**config.mk**
```make
export PLATFORM = sky130hd
export DESIGN_NAME = axi_lite_cmd_master_flat
export DESIGN_NICKNAME = d
export VERILOG_FILES = /design/src/rtl/axi_lite_cmd_master_if.sv /design/src/rtl/axi_lite_cmd_master.sv /design/src/flat_wrapper.sv
export SDC_FILE = /design/constraint.sdc
export NUM_CORES = 1
export LEC_CHECK = 0
export BUFFER_PORTS_ARGS = -buffer_cell sky130_fd_sc_hd__buf_4
export CORE_UTILIZATION = 52
export CTS_BUF_LIST = sky130_fd_sc_hd__clkbuf_16
export CTS_CLUSTER_SIZE = 25
export DETAILED_ROUTE_END_ITERATION = 16
export PLACE_DENSITY = 0.93
export SYNTH_ARGS = -nofsm -noshare
export SYNTH_HDL_FRONTEND = slang
export SYNTH_SLANG_ARGS = --single-unit
```
**constraint.sdc**
```tcl
create_clock -name m_axi_aclk -period 2.9 [get_ports m_axi_aclk]
set_input_delay 0.58 -clock m_axi_aclk [delete_from_list [all_inputs] [get_ports m_axi_aclk]]
set_output_delay 0.58 -clock m_axi_aclk [all_outputs]
set_load 0.01 [all_outputs]
```
**src/rtl/axi_lite_cmd_master_if.sv**
```systemverilog
// axi_lite_cmd_master_if: AXI4-Lite channel bundle between an initiator and a register slave
interface axi_lite_cmd_master_if #(
    parameter int AW = 32,
    parameter int DW = 32
) ();
    logic [AW-1:0]   awaddr;
    logic            awvalid;
    logic            awready;
    logic [DW-1:0]   wdata;
    logic [DW/8-1:0] wstrb;
    logic            wvalid;
    logic            wready;
    logic [1:0]      bresp;
    logic            bvalid;
    logic            bready;
    logic [AW-1:0]   araddr;
    logic            arvalid;
    logic            arready;
    logic [DW-1:0]   rdata;
    logic [1:0]      rresp;
    logic            rvalid;
    logic            rready;
    modport master (
        output awaddr, awvalid, wdata, wstrb, wvalid, bready, araddr, arvalid, rready,
        input  awready, wready, bresp, bvalid, arready, rdata, rresp, rvalid
    );
    modport slave (
        input  awaddr, awvalid, wdata, wstrb, wvalid, bready, araddr, arvalid, rready,
        output awready, wready, bresp, bvalid, arready, rdata, rresp, rvalid
    );
endinterface

```
**src/rtl/axi_lite_cmd_master.sv**
```systemverilog
// axi_lite_cmd_master: turns one local register command into a single AXI4-Lite read or write
module axi_lite_cmd_master #(
    parameter int C_M_AXI_DATA_WIDTH = 32,
    parameter int C_M_AXI_ADDR_WIDTH = 32,
    parameter int C_TIMEOUT          = 256
) (
    input  logic                            m_axi_aclk,
    input  logic                            m_axi_areset,
    input  logic                            cmd_valid,
    output logic                            cmd_ready,
    input  logic                            cmd_rnw,
    input  logic [C_M_AXI_ADDR_WIDTH-1:0]   cmd_addr,
    input  logic [C_M_AXI_DATA_WIDTH-1:0]   cmd_wdata,
    input  logic [C_M_AXI_DATA_WIDTH/8-1:0] cmd_wstrb,
    output logic                            rsp_valid,
    input  logic                            rsp_ready,
    output logic [C_M_AXI_DATA_WIDTH-1:0]   rsp_rdata,
    output logic [1:0]                      rsp_resp,
    output logic                            rsp_timeout,
    axi_lite_cmd_master_if.master           m_axi
);
    typedef enum logic [2:0] {IDLE, WR_AW, WR_B, RD_A, RD_R, DONE} state_t;
    state_t state, state_n;
    logic aw_pend, w_pend, aw_n, w_n;
    logic accept, busy, expire, wr_ok, rd_ok;
    logic [31:0] age;
    logic [C_M_AXI_ADDR_WIDTH-1:0] addr;
    logic [C_M_AXI_DATA_WIDTH-1:0] wdata;
    logic [C_M_AXI_DATA_WIDTH/8-1:0] wstrb;
    assign accept = cmd_valid & cmd_ready;
    assign busy   = state != IDLE && state != DONE;
    // age counts cycles since accept with the accept cycle as the first one
    assign expire = C_TIMEOUT != 0 && age >= 32'(C_TIMEOUT - 1);
    assign wr_ok  = state == WR_B && m_axi.bvalid;
    assign rd_ok  = state == RD_R && m_axi.rvalid;
    always_comb begin
        state_n = state;
        aw_n = aw_pend & ~m_axi.awready;
        w_n = w_pend & ~m_axi.wready;
        case (state)
            IDLE: begin
                state_n = accept ? (cmd_rnw ? RD_A : WR_AW) : IDLE;
                aw_n = accept & ~cmd_rnw;
                w_n = accept & ~cmd_rnw;
            end
            WR_AW: begin
                state_n = !(aw_n || w_n) ? WR_B : expire ? DONE : WR_AW;
                aw_n = aw_n & ~expire;
                w_n = w_n & ~expire;
            end
            WR_B: state_n = (m_axi.bvalid || expire) ? DONE : WR_B;
            RD_A: state_n = m_axi.arready ? RD_R : expire ? DONE : RD_A;
            RD_R: state_n = (m_axi.rvalid || expire) ? DONE : RD_R;
            DONE: state_n = rsp_ready ? IDLE : DONE;
            default: state_n = IDLE;
        endcase
    end
    always_ff @(posedge m_axi_aclk) begin
        if (m_axi_areset) begin
            state <= IDLE;
            aw_pend <= 1'b0;
            w_pend <= 1'b0;
            cmd_ready <= 1'b0;
            age <= '0;
            addr <= '0;
            wdata <= '0;
            wstrb <= '0;
            rsp_rdata <= '0;
            rsp_resp <= '0;
            rsp_timeout <= 1'b0;
        end else begin
            state <= state_n;
            aw_pend <= aw_n;
            w_pend <= w_n;
            cmd_ready <= state_n == IDLE;
            age <= accept ? 32'd1 : busy ? age + 32'd1 : age;
            if (accept) begin
                addr <= cmd_addr;
                wdata <= cmd_wdata;
                wstrb <= cmd_wstrb;
            end
            // a response arriving in the expiry cycle still counts as a normal completion
            if (busy && state_n == DONE) begin
                rsp_rdata <= rd_ok ? m_axi.rdata : '0;
                rsp_resp <= rd_ok ? m_axi.rresp : wr_ok ? m_axi.bresp : 2'b10;
                rsp_timeout <= !(rd_ok || wr_ok);
            end
        end
    end
    assign m_axi.awaddr  = addr;
    assign m_axi.awvalid = aw_pend;
    assign m_axi.wdata   = wdata;
    assign m_axi.wstrb   = wstrb;
    assign m_axi.wvalid  = w_pend;
    assign m_axi.bready  = state == WR_B;
    assign m_axi.araddr  = addr;
    assign m_axi.arvalid = state == RD_A;
    assign m_axi.rready  = state == RD_R;
    assign rsp_valid     = state == DONE;
endmodule

```
**src/flat_wrapper.sv**
```systemverilog
// flat-port wrapper written by rule: the top's interface ports become plain ports
module axi_lite_cmd_master_flat 
#(
    parameter int C_M_AXI_DATA_WIDTH = 32,
    parameter int C_M_AXI_ADDR_WIDTH = 32,
    parameter int C_TIMEOUT          = 256
)
  (m_axi_aclk, m_axi_areset, cmd_valid, cmd_ready, cmd_rnw, cmd_addr, cmd_wdata, cmd_wstrb, rsp_valid, rsp_ready, rsp_rdata, rsp_resp, rsp_timeout, m_axi_awaddr, m_axi_awvalid, m_axi_wdata, m_axi_wstrb, m_axi_wvalid, m_axi_bready, m_axi_araddr, m_axi_arvalid, m_axi_rready, m_axi_awready, m_axi_wready, m_axi_bresp, m_axi_bvalid, m_axi_arready, m_axi_rdata, m_axi_rresp, m_axi_rvalid);
  axi_lite_cmd_master_if #(.AW(32), .DW(32)) m_axi_i ();
  input  logic m_axi_aclk;
  input  logic m_axi_areset;
  input  logic cmd_valid;
  output logic cmd_ready;
  input  logic cmd_rnw;
  input  logic [C_M_AXI_ADDR_WIDTH-1:0] cmd_addr;
  input  logic [C_M_AXI_DATA_WIDTH-1:0] cmd_wdata;
  input  logic [C_M_AXI_DATA_WIDTH/8-1:0] cmd_wstrb;
  output logic rsp_valid;
  input  logic rsp_ready;
  output logic [C_M_AXI_DATA_WIDTH-1:0] rsp_rdata;
  output logic [1:0] rsp_resp;
  output logic rsp_timeout;
  output wire logic [$bits(m_axi_i.awaddr)-1:0] m_axi_awaddr;
  output wire logic [$bits(m_axi_i.awvalid)-1:0] m_axi_awvalid;
  output wire logic [$bits(m_axi_i.wdata)-1:0] m_axi_wdata;
  output wire logic [$bits(m_axi_i.wstrb)-1:0] m_axi_wstrb;
  output wire logic [$bits(m_axi_i.wvalid)-1:0] m_axi_wvalid;
  output wire logic [$bits(m_axi_i.bready)-1:0] m_axi_bready;
  output wire logic [$bits(m_axi_i.araddr)-1:0] m_axi_araddr;
  output wire logic [$bits(m_axi_i.arvalid)-1:0] m_axi_arvalid;
  output wire logic [$bits(m_axi_i.rready)-1:0] m_axi_rready;
  input wire logic [$bits(m_axi_i.awready)-1:0] m_axi_awready;
  input wire logic [$bits(m_axi_i.wready)-1:0] m_axi_wready;
  input wire logic [$bits(m_axi_i.bresp)-1:0] m_axi_bresp;
  input wire logic [$bits(m_axi_i.bvalid)-1:0] m_axi_bvalid;
  input wire logic [$bits(m_axi_i.arready)-1:0] m_axi_arready;
  input wire logic [$bits(m_axi_i.rdata)-1:0] m_axi_rdata;
  input wire logic [$bits(m_axi_i.rresp)-1:0] m_axi_rresp;
  input wire logic [$bits(m_axi_i.rvalid)-1:0] m_axi_rvalid;
  assign m_axi_awaddr = m_axi_i.awaddr;
  assign m_axi_awvalid = m_axi_i.awvalid;
  assign m_axi_wdata = m_axi_i.wdata;
  assign m_axi_wstrb = m_axi_i.wstrb;
  assign m_axi_wvalid = m_axi_i.wvalid;
  assign m_axi_bready = m_axi_i.bready;
  assign m_axi_araddr = m_axi_i.araddr;
  assign m_axi_arvalid = m_axi_i.arvalid;
  assign m_axi_rready = m_axi_i.rready;
  assign m_axi_i.awready = m_axi_awready;
  assign m_axi_i.wready = m_axi_wready;
  assign m_axi_i.bresp = m_axi_bresp;
  assign m_axi_i.bvalid = m_axi_bvalid;
  assign m_axi_i.arready = m_axi_arready;
  assign m_axi_i.rdata = m_axi_rdata;
  assign m_axi_i.rresp = m_axi_rresp;
  assign m_axi_i.rvalid = m_axi_rvalid;
  axi_lite_cmd_master #(.C_M_AXI_DATA_WIDTH(C_M_AXI_DATA_WIDTH), .C_M_AXI_ADDR_WIDTH(C_M_AXI_ADDR_WIDTH), .C_TIMEOUT(C_TIMEOUT)) u_core (.m_axi_aclk(m_axi_aclk), .m_axi_areset(m_axi_areset), .cmd_valid(cmd_valid), .cmd_ready(cmd_ready), .cmd_rnw(cmd_rnw), .cmd_addr(cmd_addr), .cmd_wdata(cmd_wdata), .cmd_wstrb(cmd_wstrb), .rsp_valid(rsp_valid), .rsp_ready(rsp_ready), .rsp_rdata(rsp_rdata), .rsp_resp(rsp_resp), .rsp_timeout(rsp_timeout), .m_axi(m_axi_i));
endmodule
```
Word-level counts from Yosys, hierarchy flattened
Cells that the tools add are included.
W data, S select, Z words.
{"block": "op_classes", "order_cmp": 1, "n_mux": 17, "bitwise_logic": 10, "n_reduce_logical": 14, "n_eq_ne": 7, "add_sub_neg": 1}
{"cell": "$add A32 B1 Y32 const B", "count": 1}
{"cell": "$ge A32 B8 Y1 const B", "count": 1}
{"cell": "$mux W32", "count": 1}
{"cell": "$mux W3", "count": 7}
{"cell": "$pmux W3 S6", "count": 1}
{"cell": "$eq A3 B3 Y1 const B", "count": 3}
{"cell": "$and A1 B1 Y1", "count": 6}
{"cell": "$eq A3 B2 Y1 const B", "count": 2}
{"cell": "$logic_not A3 Y1", "count": 2}
{"cell": "$mux W2", "count": 3}
{"cell": "$logic_and A1 B1 Y1", "count": 4}
{"cell": "$logic_or A1 B1 Y1", "count": 4}
{"cell": "$not A1 Y1", "count": 4}
{"cell": "$pmux W1 S2", "count": 2}
{"cell": "$eq A3 B1 Y1 const B", "count": 1}
{"cell": "$mux W1", "count": 3}
{"cell": "$ne A3 B3 Y1 const B", "count": 1}
{"cell": "$reduce_bool A3 Y1", "count": 1}
{"cell": "$reduce_bool A2 Y1", "count": 1}
{"cell": "$reduce_or A2 Y1", "count": 1}
{"cell": "$logic_not A1 Y1", "count": 1}
{"block": "totals", "ff_bits": 141, "elab_cells": 62, "output_inout_bits": 142, "in_bits": 114}

Longest topological paths before layout
Gate-level depths: netlist of the first run.
{"block": "logic_depth", "ltp_word": 7, "mapped_depth": 9, "depth_no_buf": 7}

Least setup slack after synthesis of the first run
No wires, ideal clock.
{"block": "synth_timing", "path_type": "input port to flip-flop", "start": "input port cmd_valid", "end": "register u_core.rsp_rdata[12]", "setup_time_ns": 0.081, "arrival_ns": 1.877, "t_required_ns": 2.819, "n_path_buf": 3, "setup_slack_ns": 0.941, "stages": 9, "path_cell_list": "and2_1 > buf_2 > nand2_1 > o21ai_0 > a21o_1 > clkbuf_1 > clkbuf_4 > a211oi_2 > a211oi_2"}
{"block": "synth_between", "elab_chain_len": 5}
{"item": "from (decl)", "line_no": "flat_wrapper.sv:12", "source": "input logic cmd_valid;"}
{"item": "$and A1 B1 Y1", "line_no": "axi_lite_cmd_master.sv:30", "source": "assign accept = cmd_valid & cmd_ready;"}
{"item": "$mux W3", "line_no": "axi_lite_cmd_master.sv:42", "source": "state_n = accept ? (cmd_rnw ? RD_A : WR_AW) : IDLE;"}
{"item": "$pmux W3 S6", "line_no": "axi_lite_cmd_master.sv:40", "source": "case (state)"}
{"item": "$eq A3 B3 Y1", "line_no": "axi_lite_cmd_master.sv:83", "source": "if (busy && state_n == DONE) begin"}
{"item": "$logic_and A1 B1 Y1", "line_no": "axi_lite_cmd_master.sv:83"}
{"item": "to (signal assigned)", "line_no": "axi_lite_cmd_master.sv:84", "source": "rsp_rdata <= rd_ok ? m_axi.rdata : '0;"}
{"item": "to (decl)", "line_no": "axi_lite_cmd_master.sv:17", "source": "output logic [C_M_AXI_DATA_WIDTH-1:0] rsp_rdata,"}
No other way between the ends.
A chain may end at the register's enable or synchronous reset.

Worst setup path after layout of the first run
{"block": "layout_timing", "start": "register u_core.state[2]", "end": "register u_core.rsp_rdata[13]"}
{"block": "layout_between", "elab_chain_len": 4, "word_cells_on_any_way": 14, "cone_classes": "7 x eq/ne; 2 x mux; 5 x reduce/logical"}
{"item": "from (decl)", "line_no": "axi_lite_cmd_master.sv:23", "source": "state_t state, state_n;"}
{"item": "from (signal assigned)", "line_no": "axi_lite_cmd_master.sv:72", "source": "state <= state_n;"}
{"item": "$eq A3 B3 Y1 (tied with other cells)", "line_no": "axi_lite_cmd_master.sv:40"}
{"item": "$pmux W3 S6", "line_no": "axi_lite_cmd_master.sv:40"}
{"item": "$eq A3 B3 Y1", "line_no": "axi_lite_cmd_master.sv:83"}
{"item": "$logic_and A1 B1 Y1", "line_no": "axi_lite_cmd_master.sv:83"}
Parallel ways exist; a longest one is shown, timed or not.

==> results.md, run 1 <==
* Status: complete, no violations
* Worst min-delay path class: primary input to flop
* Via Count at 5844
* Crit path max fanout at 42
* Most used DFF post-synth: dfxtp_1
* Vias in the first global route at 5584
* Setup violators final at 0
* Setup TNS at 0 ns
* Initial DRC Count at 342
* Leak at 3.49 nW
* Max rail drop VDD at 0.394 mV
* Starting Density at 53.1%
* Switching part of the total at 31.3%
* Syn_area_per_cell at 8.83 um^2
* Worst R2R Path Depth at 5
* Net count, final at 1035
* Total gr overflow at 0
* Max Fclk at 412 MHz
* CP endpoint kind: flop
* Final Hold Vio Count at 0
* Register bit count reported by yosys at 141
* Total core area at 0.0120 mm^2
* Rel. slew slack at 51.1%
* Post-Syn Area at 0.00635 mm^2
* Slowest cell on crit path: dfxtp_1
* WHS Path Cells at 3
* Global Route Usage Sum at 26.2%
* Most frequent cell after synthesis: nand2_1
* Asr flop ratio synth at 0%
* Worst setup path class: flop to flop
* Cells along the critical path: nor3b_2 > and2_2 > buf_4 > a21oi_1 > a211oi_2
* Routed vias/inst at 5.42
* Clock sinks at 141
* Int Pwr at 0.00405 W
* Worst Tran Pin Value at 0.734 ns
* Max_cap viols at 0
* I/O pin count at 256
* Final period utilization at 83.6%
* Inserted Diodes at 0
* Min cycle time layout at 2.43 ns
* Syn-to-layout area delta at 35.1%
* Die Y at 113 um
* Setup Skew at 0.0105 ns
* Post-synth top cells: nand2_1, dfxtp_1, a21oi_1
* Area occupied by multi-input gates at 0.00295 mm^2
* First-pass GRT wire length at 26.3 mm
* IO buf count at 255
* Cells after synthesis at 719
* H-tree depth at 4
* Full die area at 0.0127 mm^2
* DRT Pass-1 Iters at 5
* CTS root buf: clkbuf_16
* Die width at 113 um
* Post-CTS Setup Inserts at 0
* Antenna Nets Post-Route at 0
* Synth Warn # at 0
* CTS resizes at 0
* Largest cells by area after synthesis: dfxtp_1, a211oi_2, nand2_1
* Switching pwr at 0.00185 W
* RSZ-0062 raised after global routing: false
* Placer Congestion at 0.797
* DRC at 0
* CP startpoint kind: flop
* Routed wire length at 16.6 mm
* Comb power frac at 26.0%
* Largest net degree at the start of global routing at 70
* CTS clk-pin slew, worst paths at 0.06 ns
* Filler Cell Count at 859
* Drt wl/cell at 15.4 um
* Number of CTS-inserted buffers at 17
* Initial antenna violation count at 0
* Register share of total power at 37.9%
* Register area at 0.00282 mm^2
* Synth top area share at 44.4%
* Clk_lat worst skew at 0.41 ns
* DP Wirelength at 11.6 mm
* Layout cell share with drive strength beyond 1 at 39.4%
* Clock network power share at 36.2%
* Pwr Density at 687 mW/mm^2
* Post-synthesis cell type count at 51
* Util after Layout at 71.8%
* Seq/Total Area, Yosys at 44.4%
* Hold Buf Count CTS at 0
* Post-synth EDFFs at 0
* CTS tree: done
* Delay of the slowest cell on the worst path at 0.56 ns
* Slew Limit Fails at 0
* Area leader, netlist: dfxtp_1
* Cell row count at 40
* Clock Path Buffers at 2
* CP arrival at 2.76 ns
* Synthesized Nets at 834
* Req. time, crit path at 3.23 ns
[path summary, 6_finish.rpt]
check | start | endpoint | slack, ns
worst max-delay path | u_core.state[2] | u_core.rsp_rdata[13] | 0.47
worst max register to register | u_core.state[2] | u_core.rsp_rdata[13] | 0.47
worst min-delay path | cmd_wdata[9] | u_core.m_axi.wdata[9] | 0.41
worst min register to register | u_core.m_axi.wdata[10] | u_core.m_axi.wdata[10] | 0.45
[state kept, by name, indices dropped and copies added, names as in the netlist]
name	flops
u_core.age	32
u_core.cmd_ready	1
u_core.m_axi.araddr	32
u_core.m_axi.awvalid	1
u_core.m_axi.wdata	32
u_core.m_axi.wstrb	4
u_core.m_axi.wvalid	1
u_core.rsp_rdata	32
u_core.rsp_resp	2
u_core.rsp_timeout	1
u_core.state	3
[cell usage in the layout (no fill, tap or decap), types with 3 or more instances in the layout]
cell and count:
a211oi_1 8, nor3_1 3, nor4_1 5, a211oi_2 58, xor2_1 23, clkbuf_16 17
o21ai_0 5, nor3_2 3, buf_4 265, nand2_1 156, a21oi_1 109, clkinv_1 5
nor2_1 43, clkinvlp_4 3, nand3_1 13, nand2b_1 6, bufinv_16 3, nand4_1 9
inv_1 5, dfxtp_1 141, xnor2_1 8
[critical path, delay by kind of cell (launching register included)]
| kind | cells | cell delay, ns |
|---|---|---|
| simple gates | 2 | 0.84 |
| flops | 1 | 0.56 |
| buf+inv | 1 | 0.50 |
| compound gates | 2 | 0.43 |
[cells by family (layout without fill, tap and decap cells)]
group	after synthesis	count (layout)	synth area share, %
xor gates and xnor gates	31	31	4.27
and+or+nand+nor	258	258	18.0
buffers and inverters	90	303	9.16
AOI/OAI and AO/OA	197	197	23.8
adders and majority gates	1	1	0.197
muxes	1	1	0.158
DFF	141	141	44.4
[metrics by stage]
step	instances	total power [W]	hold WS, ns	setup slack, ns	area [um^2]
after global routing	1079	0.00614	0.402	0.223	8580
after CTS	1079	0.00592	0.398	0.463	8580
after floorplan	719	0.00328	0.444	0.941	6350
after global placement	1048	0.00376	0.442	0.562	8010
after detailed placement	1048	0.00379	0.447	0.500	8010
final	1079	0.00590	0.409	0.474	8580
[layer usage]
layer	track usage [%]	vias up	part of all wire, %	routed length [um]
met5	0	-	0	0
met4	15.3	0	3.9	650
met3	7.02	48	6.2	1040
met2	46.3	231	50	8390
met1	28.3	2718	39	6560
li1	-	2847	-	-
[power by group through the flow]
stage               Combinational, W  Sequential, W  Clock, W
finish                       0.00153        0.00223   0.00213
global route                 0.00164        0.00225   0.00225
CTS                          0.00153        0.00223   0.00216
detailed placement           0.00152        0.00227         0
global placement             0.00149        0.00226         0
floorplan                   0.000983        0.00230         0
[cell type report]
class                           instances  area share, %
Clock buffer                           17           4.96
Tap cell                              147           2.14
Inverter                                5          0.219
Timing Repair Buffer                  267           23.6
Multi-Input combinational cell        488           34.4
Clock inverter                         14           1.75
Sequential cell                       141           32.9
Note: power is estimated with default switching activity, not from simulation.
==> inputs of run 2 (changes only) <==
ABC_AREA = 1   (was not set)
CORE_UTILIZATION = 44   (was 52)
PLACE_DENSITY = 0.84   (was 0.93)
clock period = 2.1 ns   (was 2.9 ns; I/O delays follow)
==> results.md, run 2 <==
* Cells after synthesis at 958 (was 719)
* Final period utilization at 92.6% (was 83.6%)
* Starting Density at 44.8% (was 53.1%)
* Status: complete, no violations (unchanged)
* Die Y at 123 um (was 113 um)
* Most frequent cells in the layout: buf_4, nor2_1, nand2_1 (was buf_4, nand2_1, dfxtp_1)
* Total core area at 0.0145 mm^2 (was 0.0120 mm^2)
* CTS root buf: clkbuf_16 (unchanged)
* Drt wl/cell at 13.6 um (was 15.4 um)
* Int Pwr at 0.00571 W (was 0.00405 W)
* Dpl cell area at 0.00840 mm^2 (was 0.00801 mm^2)
* Synthesized Nets at 1073 (was 834)
* Max_cap viols at 0 (unchanged)
* Full die area at 0.0152 mm^2 (was 0.0127 mm^2)
* Register share of total power at 38.6% (was 37.9%)
* CP endpoint kind: flop (unchanged)
* Placement Setup Slack at 0.0998 ns (was 0.500 ns)
* Register bit count reported by yosys at 141 (unchanged)
* Crit path max fanout at 26 (was 42)
* CP arrival at 2.25 ns (was 2.76 ns)
* Post-synth EDFFs at 0 (unchanged)
* Cell row count at 44 (was 40)
* Clock sinks at 141 (unchanged)
* Setup violators final at 0 (unchanged)
* Setup Skew at 0.0122 ns (was 0.0105 ns)
* Total gr overflow at 0 (unchanged)
* Placed cell count at 1346 (was 1048)
* Worst Tran Pin Value at 0.715 ns (was 0.734 ns)
* Syn_area_per_cell at 6.77 um^2 (was 8.83 um^2)
* Rel. slew slack at 52.4% (was 51.1%)
* Clock Path Buffers at 2 (unchanged)
* Commonest non-fill, non-tap cell in the layout: buf_4 (unchanged)
* Slew Limit Fails at 0 (unchanged)
* Largest net degree at the start of global routing at 70 (unchanged)
* DRC at 0 (unchanged)
* H-tree depth at 4 (unchanged)
* Global Route Usage Sum at 24.5% (was 26.2%)
* Layout cell share with drive strength beyond 1 at 28.4% (was 39.4%)
* RSZ-0062 raised after global routing: true (was false)
* Die width at 123 um (was 113 um)
* Area leader, netlist: dfxtp_1 (unchanged)
* Clk_lat worst skew at 0.42 ns (was 0.41 ns)
* Number of CTS-inserted buffers at 17 (unchanged)
* Final Hold Vio Count at 0 (unchanged)
* Most frequent cell after synthesis: nor2_1 (was nand2_1)
* Placer Congestion at 0.876 (was 0.797)
* DRT Pass-1 Iters at 7 (was 5)
* Util after Layout at 61.9% (was 71.8%)
* First-pass GRT wire length at 28.8 mm (was 26.3 mm)
* Hold_ws at 0.233 ns (was 0.409 ns)
* Initial antenna violation count at 1 (was 0)
* CTS tree: done (unchanged)
* Asr flop ratio synth at 0% (unchanged)
* Switching part of the total at 32.5% (was 31.3%)
* Post-route cell area at 0.00896 mm^2 (was 0.00858 mm^2)
* Seq/Total Area, Yosys at 43.5% (was 44.4%)
* Routed vias/inst at 4.91 (was 5.42)
* Setup slack after layout at 0.155 ns (was 0.474 ns)
* Initial DRC Count at 581 (was 342)
* Routed wire length at 18.8 mm (was 16.6 mm)
* CTS clk-pin slew, worst paths at 0.05 ns (was 0.06 ns)
* Synth top area share at 43.5% (was 44.4%)
* Largest cells by area after synthesis: dfxtp_1, nor2_1, nand2_1 (was dfxtp_1, a211oi_2, nand2_1)
* Post-Syn Area at 0.00649 mm^2 (was 0.00635 mm^2)
* Worst min-delay path class: primary input to flop (unchanged)
* Synth Warn # at 0 (unchanged)
* Clock network power share at 31.3% (was 36.2%)
* Net count, final at 1297 (was 1035)
* Via Count at 6775 (was 5844)
* Post-synth top cells: nor2_1, nand2_1, dfxtp_1 (was nand2_1, dfxtp_1, a21oi_1)
* Pwr Density at 943 mW/mm^2 (was 687 mW/mm^2)
* Post-synthesis cell type count at 31 (was 51)
* I/O pin count at 256 (unchanged)
* Switching pwr at 0.00274 W (was 0.00185 W)
* Non-Filler Instances at 1380 (was 1079)
* Antenna Nets Post-Route at 0 (unchanged)
* Max Fclk at 514 MHz (was 412 MHz)
* Vias in the first global route at 5860 (was 5584)
* Max rail drop VDD at 0.664 mV (was 0.394 mV)
* CP startpoint kind: flop (unchanged)
* Req. time, crit path at 2.41 ns (was 3.23 ns)
* IO buf count at 255 (unchanged)
* Comb power frac at 30.1% (was 26.0%)
* Min cycle time layout at 1.95 ns (was 2.43 ns)
* Syn-to-layout area delta at 38.2% (was 35.1%)
* DP Wirelength at 13.6 mm (was 11.6 mm)
* Worst setup path class: flop to flop (unchanged)
* Leak at 4.26 nW (was 3.49 nW)
* Hold Buf Count CTS at 0 (unchanged)
* Most used DFF post-synth: dfxtp_1 (unchanged)
==> run 2: cell types whose count changed after synthesis, moves of 10 or more <==
cell	before	now
a211oi_2	58	0
a21oi_1	109	22
inv_1	5	110
inv_2	0	10
nand2_1	157	169
nand4_1	9	33
nor2_1	43	239
nor3_1	3	18
o21ai_0	5	85
xor2_1	23	5
==> run 2: critical path, cell delays in order, from the launching register on <==
cell     delay, ns
dfxtp_2       0.33
ha_2          0.19
nand3_2       0.08
inv_1         0.05
nand2_1       0.11
nand2_2       0.08
nor2_4        0.18
nand2_1       0.10
nand2_2       0.12
nand3_4       0.10
nand3_4       0.12
buf_12        0.17
nand2_1       0.09
nand2_1       0.07
nor2_1        0.05
==> run 2: power by group through the flow <==
stage,clock [W],combinational [W],sequential (W)
2_1_floorplan,0,0.00133,0.00341
3_3_place_gp,0,0.00248,0.00330
3_5_place_dp,0,0.00251,0.00331
4_1_cts,0.00269,0.00252,0.00326
5_1_grt,0.00281,0.00281,0.00331
6_report,0.00265,0.00254,0.00326
==> run 2: repair_timing <==
action                                  CTS  global route
resized for setup                         0            11
buffers inserted                          0             1
endpoints found under the setup margin    0            35
endpoints found under the hold margin     0             0
==> run 2: kinds of logic after synthesis <==
kind of cell / synth area share, %
and+or+nand+nor: 32.8
xor gates and xnor gates: 0.810
AOI/OAI and AO/OA: 8.99
DFF: 43.5
adders and majority gates: 0.193
buffers and inverters: 13.7
==> run 2: layer usage <==
metal	up-vias	part of all wire, %	global-route usage, %
met4	0	3.2	9.94
li1	3409	-	-
met1	3059	41	29.0
met3	45	7.1	7.29
met5	-	0	0
met2	262	49	41.2
==> run 2: final cells by class <==
| cell class | count | area [um^2] |
|---|---|---|
| Sequential cell | 141 | 2830 |
| Fill cell | 1262 | 5510 |
| Multi-Input combinational cell | 622 | 2810 |
| Timing Repair Buffer | 279 | 2120 |
| Clock inverter | 15 | 93.8 |
| Tap cell | 184 | 230 |
| Antenna cell | 1 | 2.50 |
| Inverter | 121 | 454 |
| Clock buffer | 17 | 425 |
==> run 2: path summary, 6_finish.rpt <==
kind              slack (ns)               start  cells past startpoint              endpoint
hold reg to reg         0.46  u_core.rsp_timeout                      2    u_core.rsp_timeout
setup reg to reg        0.15       u_core.age[1]                     14  u_core.rsp_rdata[17]
hold / removal          0.23        m_axi_areset                      2         u_core.age[0]
setup / recovery        0.15       u_core.age[1]                     14  u_core.rsp_rdata[17]
==> run 2: per-stage QoR <==
| stage | power (W) | TNS, ns |
|---|---|---|
| 3_3_place_gp | 0.00578 | 0 |
| 2_1_floorplan | 0.00475 | 0 |
| 5_1_grt | 0.00893 | -0.00762 |
| 6_report | 0.00845 | 0 |
| 4_1_cts | 0.00846 | 0 |
| 3_5_place_dp | 0.00583 | 0 |
==> inputs of run 3 (changes only) <==
PLACE_DENSITY = 0.81   (was 0.84)
==> results.md, run 3 (synthesis results as in run 2) <==
* Status: complete, no violations (unchanged)
* Number of CTS-inserted buffers at 17 (unchanged)
* Setup violators final at 0 (unchanged)
* Int Pwr at 0.00575 W (was 0.00571 W)
* Worst min-delay path class: primary input to flop (unchanged)
* Most frequent cells in the layout: buf_4, nor2_1, nand2_1 (unchanged)
* IO buf count at 255 (unchanged)
* Final period utilization at 94.9% (was 92.6%)
* Routed wire length at 18.9 mm (was 18.8 mm)
* Starting Density at 44.8% (unchanged)
* Flop2flop setup slack at 0.11 ns (was 0.15 ns)
* Non-Filler Instances at 1383 (was 1380)
* Cells along the critical path: ha_2 > nand3_2 > inv_2 > nand2_2 > nand2_2 > nor2_4 > nand3_1 > nand3_2 > nor2_4 > nand3_4 > buf_12 > nand2_1 > nand2_1 > nor2_1 (was ha_2 > nand3_2 > inv_1 > nand2_1 > nand2_2 > nor2_4 > nand2_1 > nand2_2 > nand3_4 > nand3_4 > buf_12 > nand2_1 > nand2_1 > nor2_1)
* Max Fclk at 502 MHz (was 514 MHz)
* Drt wl/cell at 13.6 um (about the same)
* Pwr Total at 0.00852 W (was 0.00845 W)
* Layout cell share with drive strength beyond 1 at 29.3% (was 28.4%)
* Worst R2R Path Depth at 14 (unchanged)
* Global Route Usage Sum at 23.9% (was 24.5%)
* Register area at 0.00283 mm^2 (about the same)
* CP endpoint kind: flop (unchanged)
* Net count, final at 1303 (was 1297)
* Clock sinks at 141 (unchanged)
* DP Wirelength at 13.4 mm (was 13.6 mm)
* Initial DRC Count at 602 (was 581)
* Critical path origin: u_core.age[1] (unchanged)
* Setup Skew at 0.00905 ns (was 0.0122 ns)
* Syn-to-layout area delta at 39.6% (was 38.2%)
* Register share of total power at 38.2% (was 38.6%)
* Largest net degree at the start of global routing at 71 (was 70)
* Clock Path Buffers at 2 (unchanged)
* Clk_lat worst skew at 0.42 ns (about the same)
* Worst setup path class: flop to flop (unchanged)
* Max_cap viols at 0 (unchanged)
* Routed vias/inst at 4.92 (was 4.91)
* Commonest non-fill, non-tap cell in the layout: buf_4 (unchanged)
* Routed metal-1 wirelength at 7.76 mm (was 7.66 mm)
* CP startpoint kind: flop (unchanged)
* Final Hold Vio Count at 0 (unchanged)
* DRC at 0 (unchanged)
* Comb power frac at 30.6% (was 30.1%)
* I/O pin count at 256 (unchanged)
* Inserted Diodes at 0 (was 1)
* First-pass GRT wire length at 28.3 mm (was 28.8 mm)
* H-tree depth at 4 (unchanged)
* Reg2Reg Capture Point: u_core.rsp_rdata[28] (was u_core.rsp_rdata[17])
* Pwr Density at 940 mW/mm^2 (was 943 mW/mm^2)
* Filler Cell Count at 1271 (was 1262)
* Util after Layout at 62.6% (was 61.9%)
* Cell row count at 44 (unchanged)
* WL met2 at 9.29 mm (was 9.24 mm)
* Vias in the first global route at 5821 (was 5860)
* DRT Pass-1 Iters at 5 (was 7)
* Setup slack after layout at 0.107 ns (was 0.155 ns)
* Switching part of the total at 32.5% (about the same)
* DR top layer: met4 (unchanged)
* Max rail drop VDD at 0.643 mV (was 0.664 mV)
* Req. time, crit path at 2.46 ns (was 2.41 ns)
* Antenna Nets Post-Route at 0 (unchanged)
* CTS clk-pin slew, worst paths at 0.06 ns (was 0.05 ns)
* Leak at 4.27 nW (was 4.26 nW)
* Total core area at 0.0145 mm^2 (unchanged)
* Clock network power share at 31.2% (was 31.3%)
* Placed cell count at 1347 (was 1346)
* Slowest cell on crit path: dfxtp_1 (was dfxtp_2)
* Crit path max fanout at 17 (was 26)
* Slew Limit Fails at 0 (unchanged)
* Placer Congestion at 0.875 (was 0.876)
* Min cycle time layout at 1.99 ns (was 1.95 ns)
* Worst Tran Pin Value at 0.736 ns (was 0.715 ns)
* Die width at 123 um (unchanged)
* Die Y at 123 um (unchanged)
* Delay of the slowest cell on the worst path at 0.35 ns (was 0.33 ns)
* Worst r2r src: u_core.age[1] (unchanged)
* CP arrival at 2.35 ns (was 2.25 ns)
* Placement Setup Slack at 0.0675 ns (was 0.0998 ns)
* Metal3 WL at 1.34 mm (was 1.33 mm)
* Rel. slew slack at 51.0% (was 52.4%)
* Total gr overflow at 0 (unchanged)
* CTS root buf: clkbuf_16 (unchanged)
* Hold Buf Count CTS at 0 (unchanged)
* CTS tree: done (unchanged)
* Full die area at 0.0152 mm^2 (unchanged)
* Area occupied by multi-input gates at 0.00281 mm^2 (about the same)
* RSZ-0062 raised after global routing: true (unchanged)
* Via Count at 6810 (was 6775)
* Initial antenna violation count at 0 (was 1)
* Crit path to: u_core.rsp_rdata[28] (was u_core.rsp_rdata[17])
* Switching pwr at 0.00277 W (was 0.00274 W)
run 3: cell count changes in the layout (fill, tap and decap cells not counted), moves of 2 or more:
cell and change:
inv_1 -5, clkinv_2 +4, buf_12 +2, clkbuf_16 +2
run 3: repair_timing:
action | 4_1_cts | 5_1_grt
hold endpoints to repair | 0 | 0
resized for setup | 0 | 14
endpoints found under the setup margin | 0 | 39
buffers inserted | 0 | 3
run 3: area by class of cell:
type                            instances  area share (%)
Clock buffer                           17            4.70
Sequential cell                       141            31.2
Tap cell                              184            2.54
Inverter                              121            5.01
Multi-Input combinational cell        623            31.0
Timing Repair Buffer                  284            24.6
Clock inverter                         13           0.953
run 3: layer usage:
metal  vias up  global-route usage [%]
met4         0                    8.58
met2       268                    41.2
met3        37                    6.09
li1       3432                       -
met5         -                       0
met1      3073                    28.6
run 3: power groups by stage:
stage	logic (W)	clock network (W)	registers (W)
2_1_floorplan	0.00133	0	0.00341
3_3_place_gp	0.00249	0	0.00330
3_5_place_dp	0.00253	0	0.00331
4_1_cts	0.00254	0.00270	0.00325
5_1_grt	0.00286	0.00283	0.00331
6_report	0.00260	0.00266	0.00326
run 3: critical path, delay by kind of cell (launching register included):
kind | cells | cell delay, ns
simple gates | 11 | 1.09
fa+ha+maj | 1 | 0.21
buf+inv | 2 | 0.28
flops | 1 | 0.35
run 3: how the worst min path moves through the flow:
stage          slack, ns  cells after the start               start                  to
6_report            0.23                      2        m_axi_areset     u_core.state[1]
5_1_grt             0.23                      2        m_axi_areset       u_core.age[0]
2_1_floorplan       0.44                      2      u_core.age[31]      u_core.age[31]
4_1_cts             0.22                      2        m_axi_areset     u_core.state[1]
3_5_place_dp        0.44                      2  u_core.rsp_resp[1]  u_core.rsp_resp[1]
3_3_place_gp        0.44                      2  u_core.rsp_resp[1]  u_core.rsp_resp[1]
run 3: stage by stage:
step	area, um^2	TNS (ns)	hold slack, ns
2_1_floorplan	6490	0	0.439
3_3_place_gp	8430	0	0.439
3_5_place_dp	8430	0	0.442
4_1_cts	8940	0	0.222
5_1_grt	9060	-0.00604	0.228
6_report	9060	0	0.235
